$ cat config.mk
export PLATFORM = sky130hd
export DESIGN_NAME = muldiv_unit
export DESIGN_NICKNAME = d
export VERILOG_FILES = /design/src/rtl/muldiv_unit.sv
export SDC_FILE = /design/constraint.sdc
export NUM_CORES = 1
export LEC_CHECK = 0
export ABC_AREA = 0
export ABC_CLOCK_PERIOD_IN_PS = 9500
export BUFFER_PORTS_ARGS = -buffer_cell sky130_fd_sc_hd__buf_2
export CAP_MARGIN = 20
export CORE_MARGIN = 1.5
export CORE_UTILIZATION = 53
export CTS_CLUSTER_DIAMETER = 80
export DETAILED_ROUTE_END_ITERATION = 6
export PLACE_DENSITY = 0.83
export SETUP_SLACK_MARGIN = 0.15
export SLEW_MARGIN = 20
export SYNTH_ARGS = -nofsm -noshare
export SYNTH_HDL_FRONTEND = slang
export SYNTH_SLANG_ARGS = --single-unit
$ cat constraint.sdc
create_clock -name clk -period 9.5 [get_ports clk]
set_input_delay 1.425 -clock clk [delete_from_list [all_inputs] [get_ports clk]]
set_output_delay 1.425 -clock clk [all_outputs]
set_load 0.05 [all_outputs]
$ cat src/rtl/muldiv_unit.sv
// Iterative multiply/divide engine: shift-add multiply and restoring divide
// share one 2*WIDTH accumulator; signed ops work on magnitudes and fix signs at the end.
module muldiv_unit #(
  parameter int WIDTH     = 32,
  parameter bit ZERO_FAST = 1'b1
) (
  input  logic             clk,
  input  logic             reset,
  input  logic             start,
  input  logic [1:0]       op,
  input  logic             abort,
  input  logic [WIDTH-1:0] op_a,
  input  logic [WIDTH-1:0] op_b,
  output logic             busy,
  output logic             done,
  output logic             div_zero,
  output logic [WIDTH-1:0] hi,
  output logic [WIDTH-1:0] lo
);
  localparam int CW = $clog2(WIDTH + 1);

  typedef enum logic [1:0] {IDLE, PREP, RUN, FIX} state_t;

  state_t                    state;
  logic [CW-1:0]             cnt;
  logic                      zero_q;
  logic [1:0]                op_q;
  logic signed [WIDTH-1:0]   a_q;
  logic signed [WIDTH-1:0]   b_q;
  logic                      sign_a;
  logic                      sign_b;
  logic [WIDTH-1:0]          mag_a;
  logic [WIDTH-1:0]          mag_b;
  logic [2*WIDTH-1:0]        acc;

  logic                      is_div;
  logic                      is_signed;
  logic                      b_zero;
  logic [WIDTH:0]            mul_sum;
  logic [2*WIDTH-1:0]        mul_next;
  logic [WIDTH:0]            div_shift;
  logic                      div_ge;
  logic [WIDTH-1:0]          rem_next;
  logic [2*WIDTH-1:0]        div_next;
  logic [2*WIDTH-1:0]        prod_fix;
  logic [WIDTH-1:0]          quo_fix;
  logic [WIDTH-1:0]          rem_fix;

  // Negating in WIDTH+1 bits keeps the most-negative operand's magnitude exact.
  function automatic logic [WIDTH-1:0] magnitude(input logic signed [WIDTH-1:0] v,
                                                 input logic                    sgn);
    logic signed [WIDTH:0] ext;
    ext = {v[WIDTH-1], v};
    return (sgn && v[WIDTH-1]) ? WIDTH'(-ext) : $unsigned(v);
  endfunction

  function automatic logic [WIDTH-1:0] neg_w(input logic [WIDTH-1:0] v, input logic en);
    return en ? (~v + WIDTH'(1)) : v;
  endfunction

  function automatic logic [2*WIDTH-1:0] neg_2w(input logic [2*WIDTH-1:0] v, input logic en);
    return en ? (~v + (2*WIDTH)'(1)) : v;
  endfunction

  assign is_div    = op_q[1];
  assign is_signed = ~op_q[0];
  assign b_zero    = (b_q == '0);

  assign mul_sum  = {1'b0, acc[2*WIDTH-1:WIDTH]} + (acc[0] ? {1'b0, mag_a} : '0);
  assign mul_next = {mul_sum, acc[WIDTH-1:1]};

  // Accumulator holds {remainder, quotient}; quotient bits enter from the right.
  assign div_shift = {acc[2*WIDTH-1:WIDTH], acc[WIDTH-1]};
  assign div_ge    = (div_shift >= {1'b0, mag_b});
  assign rem_next  = WIDTH'(div_ge ? (div_shift - {1'b0, mag_b}) : div_shift);
  assign div_next  = {rem_next, acc[WIDTH-2:0], div_ge};

  assign prod_fix = neg_2w(acc, sign_a ^ sign_b);
  assign quo_fix  = neg_w(acc[WIDTH-1:0], sign_a ^ sign_b);
  assign rem_fix  = neg_w(acc[2*WIDTH-1:WIDTH], sign_a);

  always_ff @(posedge clk or negedge reset) begin
    if (!reset) begin
      state    <= IDLE;
      busy     <= 1'b0;
      done     <= 1'b0;
      div_zero <= 1'b0;
      hi       <= '0;
      lo       <= '0;
      cnt      <= '0;
      zero_q   <= 1'b0;
    end else begin
      done     <= 1'b0;
      div_zero <= 1'b0;
      if (abort) begin
        state <= IDLE;
        busy  <= 1'b0;
      end else begin
        case (state)
          IDLE: begin
            if (start) begin
              state <= PREP;
              busy  <= 1'b1;
            end
          end
          PREP: begin
            cnt    <= CW'(WIDTH);
            zero_q <= is_div && b_zero;
            state  <= (is_div && b_zero && ZERO_FAST) ? FIX : RUN;
          end
          RUN: begin
            cnt <= cnt - CW'(1);
            if (cnt == CW'(1)) state <= FIX;
          end
          FIX: begin
            state <= IDLE;
            busy  <= 1'b0;
            done  <= 1'b1;
            if (zero_q) begin
              div_zero <= 1'b1;
            end else if (is_div) begin
              hi <= rem_fix;
              lo <= quo_fix;
            end else begin
              hi <= prod_fix[2*WIDTH-1:WIDTH];
              lo <= prod_fix[WIDTH-1:0];
            end
          end
        endcase
      end
    end
  end

  // Datapath registers carry no reset; they are always loaded before use.
  always_ff @(posedge clk) begin
    if (state == IDLE && start && !abort) begin
      op_q <= op;
      a_q  <= op_a;
      b_q  <= op_b;
    end
    case (state)
      PREP: begin
        sign_a <= is_signed & a_q[WIDTH-1];
        sign_b <= is_signed & b_q[WIDTH-1];
        mag_a  <= magnitude(a_q, is_signed);
        mag_b  <= magnitude(b_q, is_signed);
        acc    <= {{WIDTH{1'b0}}, is_div ? magnitude(a_q, is_signed) : magnitude(b_q, is_signed)};
      end
      RUN:     acc <= is_div ? div_next : mul_next;
      default: ;
    endcase
  end
endmodule

==> impl_results.md <==
- Clk_lat worst skew: a little under 600 ps
- Status: finished clean
- Pin count of the biggest net entering global routing: around 120
- Max-cap violation count: 0
- Unique masters post-synth: slightly above 70
- Cells after synthesis: approximately 1700
- GRT Total Usage: 27.28%
- Async SR Flop Fraction: between 20% and 30%
- Share of cells above drive strength 1: about 14%
- Seq/Total Area, Yosys: 46.35%
- Setup TNS: 0 ps
- Post-Route Skew: roughly 20 ps
- Top-area cell type share of the netlist area: 35.03%
- CTS Hold Bufs: 0
- Post-Syn Area per Cell: a little over 10 µm²
- Worst-Margin Slew: between 900 and 1000 ps
- Pleak: 7.633 nW
- Core Box Area: 0.03139 mm²
- Crit start category: flop
- Combinational share of power: a little over half
- Final Wtd Congestion: roughly 0.9
- Clock sinks: roughly 270
- Antenna violations before repair: 0
- Slew headroom: between 30% and 40%
- Total grt overflow: 0
- Post-DRT Antenna Nets: 0
- EDFF count, synth: approximately 200
- Max clock buf depth: 3
- PortBufs: 136
- Unrepaired setup endpoints after global routing: false
- Avg Vias per Cell: ~6.2
- Worst-path fanout max: 36
- Fin. Hold Viols: 0
- Die height: between 150 and 200 µm
- CTS H-tree lvls: 1
- First-pass GRT wire length: around 70000 µm
- Worst-path clk slew: 60 ps
- Sequential power share: between 30 and 40%
- DRT Wirelength: around 45000 µm
- Rows: 65
- Total CTS buffers: 29
- Net switching power of the design: approximately 3.5 mW
- Crit path capture type: flop
- Largest cells by area after synthesis: edfxtp_1 35%, dfrtp_1 11%, ha_1 5.6%
- P&R area growth vs syn: 12.71%
- First DRT Iteration DRCs: 1365
- Setup CP Type: flop to flop
- Syn nets: 1804
- Area leader, netlist: edfxtp_1
- Worst EP required: around 10000 ps
- NumNets Final: 1924
- Ant. Diodes: 0
- Root Buffer Master: clkbuf_16
- HP Class: flop to flop
- Setup bufs post-CTS: 0
- Flops & latches, synth: 272
- Final count of negative-setup-slack endpoints: 0
- Internal: 3.931 mW
- Sw frac: a little under half
- Post-CTS Resized: 0
- Worst VDD drop: 0.2602 mV
- Vias in the first global route: between 10000 and 15000
- Fin crit share: 47.06%
- Clock share of power: between 10% and 20%
- Yosys warns: 0
- Detailed Routing Iterations Pass 1: 5
- Number of I/O pins: roughly 140
- Minimum clock period: 4471 ps
- Crit path DAT: 4930 ps
- Post-route DRC: 0
- Max Fclk: approximately 220 MHz
- Pins Over Slew Limit: 0
- Dpl hpwl: ~34000 µm
- Initial Util: 53.52%
- Die width: roughly 180 µm
- Area of the mapped netlist: between 0.015 and 0.02 mm²
- Pwr Density: a little under 400 mW/mm²
- Primary FF master, synth: edfxtp_1
- Hold_ws: about 470 ps
- CTS tree: done
- Routed len/inst: approximately 20 µm
- Die area: about 0.033 mm²
- Vias: 13550
-- registers in the layout, summed over array words and instances (netlist names), 2 cells and up --
signal / count
acc: 64
cnt: 6
a_q: 32
op_q: 2
lo: 32
mag_b: 32
b_q: 32
state: 2
hi: 32
mag_a: 32
-- cell type report --
class                      instances  area [µm²]
inverter                          75       281.5
clock buffer                      37       785.8
sequential                       272        7787
fill                            2580       12460
tap                              402       503.0
timing repair buffer             153       830.8
multi-input combinational       1246        8524
clock inverter                    17       222.7
-- final timing paths --
kind                               startpoint                 end  slack, ps  depth (start not counted)
setup / recovery             acc[0]$_DFFE_PN_  hi[28]$_DFFE_PN0P_       5030                         11
hold / removal             hi[31]$_DFFE_PN0P_  hi[31]$_DFFE_PN0P_        470                          2
setup reg to reg             acc[0]$_DFFE_PN_  hi[28]$_DFFE_PN0P_       5030                         11
hold reg to reg            hi[31]$_DFFE_PN0P_  hi[31]$_DFFE_PN0P_        470                          2
max in group asynchronous               reset  lo[24]$_DFFE_PN0P_       7720                          2
min in group asynchronous               reset   hi[9]$_DFFE_PN0P_        790                          1
-- worst max-delay path, cell delays in order, from the launching register on --
cell and delay [ps]:
edfxtp_1 750, inv_1 190, ha_1 180, or3b_1 400, or4_1 540, or3_1 480, or3_1 530, and2_4 260
or4_4 520, o31ai_4 230, xor2_1 170, o21ai_1 80
-- cell usage in the layout (no fill, tap or decap), types with 29 or more instances in the layout --
cell type  instances
dfrtp_1           76
o21ai_0          156
and2_1            45
buf_2            135
inv_1             74
nor3_1            38
clkbuf_16         29
xnor2_1           90
edfxtp_1         196
nand2_1          173
a21oi_1          108
nor2_1            97
xor2_1            80
ha_1              72
-- logic make-up after synthesis --
logic type | share of synthesized area (%)
muxes | 4.171
and+or+nand+nor | 14.83
DFF | 46.35
buffers and inverters | 3.150
AOI/OAI and AO/OA | 16.71
adders and majority gates | 5.824
xor gates and xnor gates | 8.967
-- cell usage after synthesis (all sizes together) (7+ instances only) --
cell type	n
edfxtp	196
nand2	173
o21ai	161
a21oi	109
nor2	98
xnor2	91
xor2	81
dfrtp	76
ha	75
inv	75
clkbuf	60
and2	46
nor3	38
a21o	28
a31oi	28
mux4	28
o31ai	27
nand3	22
nor4	22
or3	21
or4	19
nor2b	17
o21a	17
nand2b	16
a211oi	14
o41ai	9
a22oi	8
mux2i	7
nand4	7
-- power by group through the flow --
stage                     logic (mW)  clock network [mW]  registers [mW]
after global placement          3.78                   0            2.29
after detailed placement        3.82                   0            2.31
after global routing            4.26                1.25            2.36
final                           3.91                1.19            2.31
after floorplan                 2.53                   0            2.56
after CTS                       3.85                1.20            2.29
-- metrics by stage --
step	instance area, µm²	worst slack, ps	power, mW	std cells	utilization (%)
after CTS	18900	5001	7.344	2201	60.20
after global routing	18940	4775	7.868	2202	60.32
after global placement	17890	5121	6.079	2147	56.98
after floorplan	16800	4631	5.087	1657	-
after detailed placement	17890	5024	6.138	2147	56.98
final	18940	5029	7.406	2202	60.32
-- per-layer routing --
| metal | vias to the layer above | track usage [%] | wire length [µm] |
|---|---|---|---|
| met5 | - | 0 | 0 |
| met4 | 0 | 9.767 | 1709 |
| met3 | 91 | 3.447 | 3476 |
| met2 | 697 | 42.72 | 19870 |
| met1 | 6403 | 39.20 | 19880 |
| li1 | 6357 | - | - |
(Power assumes the default switching activity.)
